`src/rtl/pipelined_adder.sv`:
```
// rtl/pipelined_adder.sv - elastic add/subtract pipeline, one WIDTH/STAGES-bit carry slice per stage
module pipelined_adder #(
   parameter int WIDTH  = 16,
   parameter int STAGES = 4
) (
   input  logic             iClk,
   input  logic             iRstN,
   input  logic             iValid,
   output logic             oReady,
   input  logic [WIDTH-1:0] iA,
   input  logic [WIDTH-1:0] iB,
   input  logic             iCarry,
   input  logic             iSub,
   output logic             oValid,
   input  logic             iReady,
   output logic [WIDTH-1:0] oSum,
   output logic             oCarry,
   output logic             oOverflow
);

   localparam int SW = WIDTH / STAGES;

   logic [STAGES-1:0] vld_q;
   logic [STAGES-1:0] vld_d;
   logic [STAGES-1:0] adv;
   logic [STAGES-1:0] c_q;
   logic [STAGES-1:0] c_d;
   logic [STAGES-1:0] cin;
   logic [WIDTH-1:0]  a_q    [STAGES];
   logic [WIDTH-1:0]  a_d    [STAGES];
   logic [WIDTH-1:0]  b_q    [STAGES];
   logic [WIDTH-1:0]  b_d    [STAGES];
   logic [WIDTH-1:0]  sum_q  [STAGES];
   logic [WIDTH-1:0]  sum_in [STAGES];
   logic [WIDTH-1:0]  sum_d  [STAGES];
   logic [SW+1:0]     res    [STAGES];
   logic              ovf_q;
   logic              ovf_d;

   // Returns {signed overflow, carry-out, slice sum}; overflow only matters for the top slice.
   function automatic logic [SW+1:0] add_slice(input logic [SW-1:0] a,
                                                input logic [SW-1:0] b,
                                                input logic          ci);
      logic [SW:0] s;
      s = {1'b0, a} + {1'b0, b} + {{SW{1'b0}}, ci};
      return {s[SW] ^ (s[SW-1] ^ a[SW-1] ^ b[SW-1]), s};
   endfunction

   always_comb begin
      adv[STAGES-1] = !vld_q[STAGES-1] || iReady;
      for (int k = STAGES - 2; k >= 0; k--) begin
         adv[k] = !vld_q[k] || adv[k+1];
      end
   end

   assign oReady = adv[0];

   // Subtraction is folded in at entry: B is inverted once and travels inverted.
   always_comb begin
      a_d[0]    = iA;
      b_d[0]    = iSub ? ~iB : iB;
      cin[0]    = iCarry ^ iSub;
      sum_in[0] = '0;
      vld_d[0]  = iValid;
      for (int k = 1; k < STAGES; k++) begin
         a_d[k]    = a_q[k-1];
         b_d[k]    = b_q[k-1];
         cin[k]    = c_q[k-1];
         sum_in[k] = sum_q[k-1];
         vld_d[k]  = vld_q[k-1];
      end
      for (int k = 0; k < STAGES; k++) begin
         res[k]                = add_slice(a_d[k][k*SW +: SW], b_d[k][k*SW +: SW], cin[k]);
         sum_d[k]              = sum_in[k];
         sum_d[k][k*SW +: SW]  = res[k][SW-1:0];
         c_d[k]                = res[k][SW];
      end
      ovf_d = res[STAGES-1][SW+1];
   end

   always_ff @(posedge iClk or negedge iRstN) begin
      if (!iRstN) begin
         vld_q <= '0;
         c_q   <= '0;
         ovf_q <= 1'b0;
         for (int k = 0; k < STAGES; k++) begin
            a_q[k]   <= '0;
            b_q[k]   <= '0;
            sum_q[k] <= '0;
         end
      end else begin
         for (int k = 0; k < STAGES; k++) begin
            if (adv[k]) begin
               vld_q[k] <= vld_d[k];
               if (vld_d[k]) begin
                  a_q[k]   <= a_d[k];
                  b_q[k]   <= b_d[k];
                  sum_q[k] <= sum_d[k];
                  c_q[k]   <= c_d[k];
               end
            end
         end
         if (adv[STAGES-1] && vld_d[STAGES-1]) begin
            ovf_q <= ovf_d;
         end
      end
   end

   assign oValid    = vld_q[STAGES-1];
   assign oSum      = sum_q[STAGES-1];
   assign oCarry    = c_q[STAGES-1];
   assign oOverflow = ovf_q;

endmodule

```
`config.mk`:
```
export PLATFORM = sky130hd
export DESIGN_NAME = pipelined_adder
export DESIGN_NICKNAME = d
export VERILOG_FILES = /design/src/rtl/pipelined_adder.sv
export SDC_FILE = /design/constraint.sdc
export NUM_CORES = 1
export LEC_CHECK = 0
export CAP_MARGIN = 20
export CORE_ASPECT_RATIO = 0.5
export CORE_MARGIN = 8
export CORE_UTILIZATION = 45
export DETAILED_ROUTE_END_ITERATION = 10
export GPL_TIMING_DRIVEN = 0
export PLACE_DENSITY = 0.68
export SLEW_MARGIN = 20
export SYNTH_ARGS = -nofsm -noshare
export SYNTH_HDL_FRONTEND = slang
export SYNTH_SLANG_ARGS = --single-unit
```
`constraint.sdc`:
```
create_clock -name iClk -period 2.65 [get_ports iClk]
set_input_delay 0.53 -clock iClk [delete_from_list [all_inputs] [get_ports iClk]]
set_output_delay 0.53 -clock iClk [all_outputs]
set_load 0.1 [all_outputs]
```
==> impl_summary.log, run 1 <==
[metrics] setup slack, reg-to-reg: ~0.6 ns
[metrics] cts bufs inserted: 9
[metrics] wire length after detailed routing: between 8 and 9 mm
[metrics] post-cts gate resize count: 3
[metrics] area fraction in compound gates after synthesis: 0.0638
[metrics] height of the die: ~86 um
[metrics] Final min period: 2.50 ns
[metrics] antenna diode count: 0
[metrics] Worst Path Max Fanout: 4
[metrics] Pwr Total: slightly above 6 mW
[metrics] Synth Area in XOR/XNOR: 0.0503
[metrics] global-route met1 utilization: 0.172
[metrics] utilization after layout: 0.572
[metrics] Synth Area in Simple Gates: 0.0483
[metrics] number of synthesized flops with an enable pin: 0
[metrics] worst min-delay path category: primary input to asynchronous set/reset pin
[metrics] antenna-violating nets left: 0
[metrics] Clock Latency Late Sink: approximately 0.34 ns
[metrics] share of cell area taken by muxes after synthesis: 0.182
[metrics] maximum level of the CTS H-tree: 3
[metrics] Final #Nets: roughly 440
[metrics] overall die area: 13300 um2
[metrics] placed cells: between 500 and 600
[metrics] destination of the worst register-to-register timing path: oOverflow$_DFFE_PN0P_
[metrics] async set-or-reset flop fraction in the synthesized netlist: 1.00
[metrics] sink count of the clock tree: 97
[metrics] Crit Reg-Reg Startpoint: c_q[2]$_DFFE_PN0P_
[metrics] post-CTS setup buffer count: 0
[metrics] Post-Syn Nets: 370
[metrics] cells along the critical path: clkdlybuf4s50_1 -> nand4b_4 -> or2_2 -> clkdlybuf4s15_2
[metrics] Synth Warn #: 0
[metrics] setup repair after global routing missed its margin: no
[metrics] count of pins on the block boundary: 58
[metrics] Setup crit start kind: primary input
[metrics] aggregate global-route resource usage: 0.136
[metrics] hold buffers post-CTS: 0
[metrics] Cell Area, Synth: around 4400 um2
[metrics] HPWL reported at the end of detailed placement: about 6.4 mm
[metrics] share of final-layout standard cells stronger than drive strength 1: 0.269
[metrics] biggest cell delay along the critical path: 0.48 ns
[metrics] power density over the cells: between 1000 and 1500 nW/um2
[metrics] Post-synth top flop: sky130_fd_sc_hd__dfrtp_1
[metrics] Worst Path Arrival: roughly 2 ns
[metrics] initial cell density of the core: 0.463
[metrics] post-synthesis sequential area ratio: 0.557
[metrics] drc violations: 0
[metrics] global-route wire length before repair: 14.1 mm
[metrics] Unique masters post-synth: 32
[metrics] non-filler instance count after layout: ~520
[metrics] run status: finished clean
[metrics] cell count after synthesis: around 310
[metrics] CP max stage cell: sky130_fd_sc_hd__clkdlybuf4s15_2
[metrics] weighted congestion reported at the end of routability-driven placement: ~0.74
[metrics] Worst IR Drop VDD: around 360 uV
[metrics] TritonCTS clock tree: done
[metrics] Fin Setup TNS: 0 ns
[metrics] Required @ worst endpoint: between 2 and 2.5 ns
[metrics] Rows: 25
[metrics] final max-slew violation count: 0
[metrics] post-route clock period utilization: 0.945
[metrics] pin count of the biggest net entering global routing: 72
[metrics] switching share of power: 0.406
[metrics] via count: around 2500
[metrics] Fmax: around 400 MHz
[metrics] leak pwr: 2.39 nW
[metrics] Port Buf Inserts: 56
[metrics] average wire per standard cell: about 16 um
[metrics] layer carrying the most global-route usage: met2
[metrics] clock tree buffer depth: 2
[metrics] most frequent cells in the layout: sky130_fd_sc_hd__dfrtp_1 (97), sky130_fd_sc_hd__mux2_2 (57), sky130_fd_sc_hd__clkdlybuf4s50_1 (54), sky130_fd_sc_hd__nand2_1 (25), sky130_fd_sc_hd__o21ai_0 (24)
[metrics] mean cell area of the mapped netlist: 14.0 um2
[metrics] DR pass1 iterations: 4
[metrics] number of DRC markers in iteration 0: ~100
[metrics] clock network fraction of design power: 0.191
[metrics] register share of total power: 0.373
[metrics] P_sw: ~2.5 mW
[metrics] internal power summed over all cells: around 3.7 mW
[metrics] count of cells along the worst register-to-register path: 6
[metrics] Core Box Area: about 9400 um2
[metrics] most frequent standard cell in the layout excluding fill and tap cells: sky130_fd_sc_hd__dfrtp_1
[metrics] largest family of logic cells by synthesized area: multiplexers
[metrics] Setup Viol. Count Final: 0
[metrics] Critical Setup Path Class: primary input to output port
[metrics] Vias per Instance: around 4.9
[metrics] Chip Width: between 150 and 200 um
[metrics] worst-margin pin slew: between 0.9 and 1 ns
[metrics] met3 Resource Use GR: 0.0436
[metrics] fraction of the mapped netlist area in adder cells: 0.0712
[metrics] relative contribution of combinational cells to total power: 0.436
[metrics] via count of the first global-routing pass: around 2800
[metrics] initial antenna violation count: 0
[metrics] Syn-to-layout area delta: 23.6%
[metrics] worst max-slew margin expressed relative to the limit: 0.341
[metrics] GR Util met2: 0.219
[metrics] Filler Cell Count: 740
[metrics] crit end category: output port
[metrics] post-route clock skew: around 0.0046 ns
[metrics] Maximum Capacitance Violations: 0
[metrics] clock-pin slew on the worst setup and hold paths: about 0.06 ns
[metrics] CTS Root Buffer Type: sky130_fd_sc_hd__clkbuf_16
[metrics] number of hold-slack violations in the final timing report: 0
[metrics] #FFs+latches synth: 97
[metrics] grt ovf: 0
area by class of cell:
type	count	area [um2]	area share
clock inverters	3	17.5	0.00325
well taps	135	169	0.0314
clock buffers	11	253	0.0469
flip-flops and latches	97	2430	0.451
multi-input cells	198	1810	0.336
repair buffers	57	591	0.110
inverters	5	18.8	0.00349
plain buffers	12	100	0.0186
metrics by stage:
stage / cell area [um2] / setup WS (ns) / hold slack [ns]
4_1_cts: 5390 / 0.138 / 0.0457
3_3_place_gp: 5080 / -2.26 / 0.461
2_1_floorplan: 4360 / 0.229 / 0.234
6_report: 5390 / 0.146 / 0.0481
5_1_grt: 5390 / 0.0891 / 0.0546
3_5_place_dp: 5110 / -0.370 / 0.410
how the worst max path moves through the flow:
| stage | to | slack (ns) | from |
|---|---|---|---|
| finish | oReady | 0.15 | iReady |
| global route | oReady | 0.09 | iReady |
| CTS | oReady | 0.14 | iReady |
| detailed placement | oReady | -0.37 | iReady |
| global placement | oSum[13]$_DFFE_PN0P_ | -2.26 | iRstN |
| floorplan | c_q[0]$_DFFE_PN0P_ | 0.23 | iSub |
power by group through the flow:
stage	Sequential, mW	Clock [mW]	Combinational [mW]
CTS	2.33	1.22	2.75
finish	2.32	1.19	2.72
global route	2.39	1.28	2.91
global placement	2.33	0	2.66
detailed placement	2.35	0	2.74
floorplan	3.26	0	1.10
layer usage:
metal | wire length, um | up-vias
li1 | - | 1213
met1 | 4040 | 1254
met2 | 3900 | 43
met3 | 363 | 7
met4 | 70 | 0
met5 | 0 | -
Yosys cell counts (3+ instances only):
library cell	instances	area [um2]
sky130_fd_sc_hd__dfrtp_1	97	2430
sky130_fd_sc_hd__a21oi_1	9	45.0
sky130_fd_sc_hd__mux2_2	57	642
sky130_fd_sc_hd__inv_1	5	18.8
sky130_fd_sc_hd__ha_1	12	150
sky130_fd_sc_hd__buf_2	3	15.0
sky130_fd_sc_hd__o21ai_0	24	120
sky130_fd_sc_hd__mux2_4	10	150
sky130_fd_sc_hd__fa_1	8	160
sky130_fd_sc_hd__a21o_1	7	52.6
sky130_fd_sc_hd__buf_4	5	37.5
sky130_fd_sc_hd__nand2_2	3	18.8
sky130_fd_sc_hd__nand2b_1	4	25.0
sky130_fd_sc_hd__nand2_1	25	93.8
sky130_fd_sc_hd__xnor2_1	15	131
sky130_fd_sc_hd__xor2_1	10	87.6
registers in the layout, indices dropped and copies added (netlist names):
register	count
oOverflow	1
oSum	16
sum_d	24
b_d	24
vld_q	4
c_q	4
a_d	24
cells by family (layout without fill, tap and decap cells):
logic type / Yosys count / count (layout)
mux: 67 / 67
buf+inv: 17 / 88
simple gates: 40 / 40
xor+xnor: 25 / 25
compound gates: 46 / 46
flops: 97 / 97
fa+ha+maj: 20 / 20
critical path, delay by kind of cell:
family        cells  cell delay (ns)
buf+inv           2             0.91
simple gates      2             0.54
No activity file was read; power rests on OpenSTA's default activity.
==> inputs of run 2 (changes only) <==
--- a/config.mk
+++ b/config.mk
@@ -8,10 +8,10 @@
 export CAP_MARGIN = 20
 export CORE_ASPECT_RATIO = 0.5
 export CORE_MARGIN = 8
-export CORE_UTILIZATION = 45
+export CORE_UTILIZATION = 55
 export DETAILED_ROUTE_END_ITERATION = 10
 export GPL_TIMING_DRIVEN = 0
-export PLACE_DENSITY = 0.68
+export PLACE_DENSITY = 0.81
 export SLEW_MARGIN = 20
 export SYNTH_ARGS = -nofsm -noshare
 export SYNTH_HDL_FRONTEND = slang
==> run 2 against run 1 <==
Register-to-register slack worse by 0.03 ns. Core utilization is 12 points higher. Die area shrank 16%. Highest routed layer unchanged.
==> impl_summary.log, run 2 (synthesis results as in run 1) <==
[metrics] post-route clock skew: 0.00644 ns (was 0.00462 ns)
[metrics] weighted congestion reported at the end of routability-driven placement: 0.738 (was 0.744)
[metrics] Chip Width: 142 um (was 155 um)
[metrics] initial antenna violation count: 0 (unchanged)
[metrics] share of final-layout standard cells stronger than drive strength 1: 0.273 (was 0.269)
[metrics] placed cells: 481 (was 504)
[metrics] drc violations: 0 (unchanged)
[metrics] Core Box Area: 7830 um2 (was 9420 um2)
[metrics] CP max stage cell: sky130_fd_sc_hd__clkdlybuf4s15_2 (unchanged)
[metrics] HPWL reported at the end of detailed placement: 6.46 mm (was 6.37 mm)
[metrics] number of DRC markers in iteration 0: 152 (was 102)
[metrics] number of buffer and inverter stages on the critical path: 2 (unchanged)
[metrics] Crit Reg-Reg Startpoint: c_q[2]$_DFFE_PN0P_ (unchanged)
[metrics] Crit path max-delay family: buffers and inverters (unchanged)
[metrics] hold slack final: 0.174 ns (was 0.0481 ns)
[metrics] Port Buf Inserts: 56 (unchanged)
[metrics] total placed instance area: 5080 um2 (was 5110 um2)
[metrics] initial cell density of the core: 0.556 (was 0.463)
[metrics] most frequent standard cell in the layout excluding fill and tap cells: sky130_fd_sc_hd__dfrtp_1 (unchanged)
[metrics] antenna diode count: 0 (unchanged)
[metrics] setup slack, reg-to-reg: 0.57 ns (was 0.60 ns)
[metrics] number of hold-slack violations in the final timing report: 0 (unchanged)
[metrics] setup repair after global routing missed its margin: no (unchanged)
[metrics] DR pass1 iterations: 4 (unchanged)
[metrics] Final min period: 2.50 ns (about the same)
[metrics] worst-margin pin slew: 0.992 ns (was 0.985 ns)
[metrics] destination of the worst register-to-register timing path: oOverflow$_DFFE_PN0P_ (unchanged)
[metrics] global-route wire length before repair: 14.5 mm (was 14.1 mm)
[metrics] non-filler instance count after layout: 497 (was 518)
[metrics] crit end category: output port (unchanged)
[metrics] Critical Setup Path Class: primary input to output port (unchanged)
[metrics] maximum level of the CTS H-tree: 3 (unchanged)
[metrics] hold buffers post-CTS: 0 (unchanged)
[metrics] Required @ worst endpoint: 2.12 ns (about the same)
[metrics] utilization after layout: 0.689 (was 0.572)
[metrics] clock-pin slew on the worst setup and hold paths: 0.07 ns (was 0.06 ns)
[metrics] biggest cell delay along the critical path: 0.47 ns (was 0.48 ns)
[metrics] TritonCTS clock tree: done (unchanged)
[metrics] Rows: 23 (was 25)
[metrics] average wire per standard cell: 17.5 um (was 16.2 um)
[metrics] power density over the cells: 1190 nW/um2 (was 1160 nW/um2)
[metrics] Fmax: 400 MHz (was 399 MHz)
[metrics] run status: finished clean (unchanged)
[metrics] height of the die: 78.9 um (was 85.6 um)
[metrics] Setup Viol. Count Final: 0 (unchanged)
[metrics] overall die area: 11200 um2 (was 13300 um2)
[metrics] cells along the critical path: clkdlybuf4s50_1 -> nand4b_4 -> or2_2 -> clkdlybuf4s15_2 (unchanged)
[metrics] clock tree buffer depth: 2 (unchanged)
[metrics] CTS Root Buffer Type: sky130_fd_sc_hd__clkbuf_16 (unchanged)
[metrics] pin count of the biggest net entering global routing: 57 (was 72)
[metrics] Vias per Instance: 5.15 (was 4.86)
[metrics] via count of the first global-routing pass: 2877 (was 2758)
[metrics] fin area: 5400 um2 (was 5390 um2)
[metrics] worst max-slew margin expressed relative to the limit: 0.336 (was 0.341)
[metrics] cts bufs inserted: 9 (unchanged)
[metrics] Setup crit start kind: primary input (unchanged)
[metrics] final max-slew violation count: 0 (unchanged)
[metrics] Worst Path Max Fanout: 4 (unchanged)
[metrics] aggregate global-route resource usage: 0.166 (was 0.136)
[metrics] via count: 2559 (was 2517)
[metrics] Pwr Total: 6.42 mW (was 6.23 mW)
[metrics] sink count of the clock tree: 97 (unchanged)
[metrics] Syn-to-layout area delta: 23.9% (was 23.6%)
[metrics] Final #Nets: 438 (unchanged)
[metrics] count of cells along the worst register-to-register path: 6 (unchanged)
[metrics] antenna-violating nets left: 0 (unchanged)
[metrics] Filler Cell Count: 543 (was 740)
[metrics] Worst IR Drop VDD: 529 uV (was 355 uV)
[metrics] Worst Path Arrival: 1.97 ns (about the same)
[metrics] Maximum Capacitance Violations: 0 (unchanged)
[metrics] grt ovf: 0 (unchanged)
[metrics] worst min-delay path category: primary input to asynchronous set/reset pin (unchanged)
[metrics] Clock Latency Late Sink: 0.34 ns (about the same)
[metrics] post-route clock period utilization: 0.944 (was 0.945)
[metrics] leak pwr: 2.41 nW (was 2.39 nW)
[metrics] count of pins on the block boundary: 58 (unchanged)
[metrics] most frequent cells in the layout: sky130_fd_sc_hd__dfrtp_1 (97), sky130_fd_sc_hd__mux2_2 (57), sky130_fd_sc_hd__clkdlybuf4s50_1 (54), sky130_fd_sc_hd__nand2_1 (25), sky130_fd_sc_hd__o21ai_0 (24) (unchanged)
[metrics] wire length after detailed routing: 8.71 mm (was 8.38 mm)
-- run 2: cell types whose count changed in the layout (fill, tap and decap cells not counted), sizes merged --
cell | before | now
clkinvlp | 1 | 2
bufinv | 0 | 1
clkinv | 2 | 0
clkbuf | 12 | 11
inv | 5 | 8
-- run 2: per-stage QoR --
step	TNS, ns	worst slack [ns]
floorplan	0	0.229
global placement	-210.39	-2.17
global route	0	0.0962
finish	0	0.149
detailed placement	-0.370	-0.364
CTS	0	0.142
-- run 2: what timing repair did --
action | 4_1_cts | 5_1_grt
resized for setup | 3 | 0
endpoints found under the hold margin | 0 | 0
buffers inserted | 0 | 0
endpoints found under the setup margin | 1 | 0
-- run 2: power breakdown --
part | total (mW) | internal, mW | switching, mW
logic | 2.74 | 1.02 | 1.72
clock network | 1.33 | 0.771 | 0.564
registers | 2.35 | 2.00 | 0.346
-- run 2: per-layer routing --
layer  wire [um]  global-route usage  share of wire
met1        3910               0.204           0.45
met2        4400               0.288           0.50
met3         284              0.0365          0.033
met4         115              0.0627          0.013
met5           0                   0              0
-- run 2: layout make-up --
| class | instances | area (um2) | share of cell area |
|---|---|---|---|
| buffer | 12 | 100 | 0.0186 |
| clock buffer | 10 | 239 | 0.0443 |
| clock inverter | 6 | 73.8 | 0.0137 |
| inverter | 5 | 18.8 | 0.00348 |
| multi-input combinational | 198 | 1810 | 0.335 |
| sequential | 97 | 2430 | 0.450 |
| tap | 112 | 140 | 0.0260 |
| timing repair buffer | 57 | 587 | 0.109 |
-- run 2: how the worst max path moves through the flow --
stage / from / end / slack [ns] / depth (start not counted)
after detailed placement: iReady / oReady / -0.36 / 4
after global placement: iRstN / oSum[5]$_DFFE_PN0P_ / -2.17 / 1
after floorplan: iSub / c_q[0]$_DFFE_PN0P_ / 0.23 / 8
after CTS: iReady / oReady / 0.14 / 4
final: iReady / oReady / 0.15 / 4
after global routing: iReady / oReady / 0.1 / 4
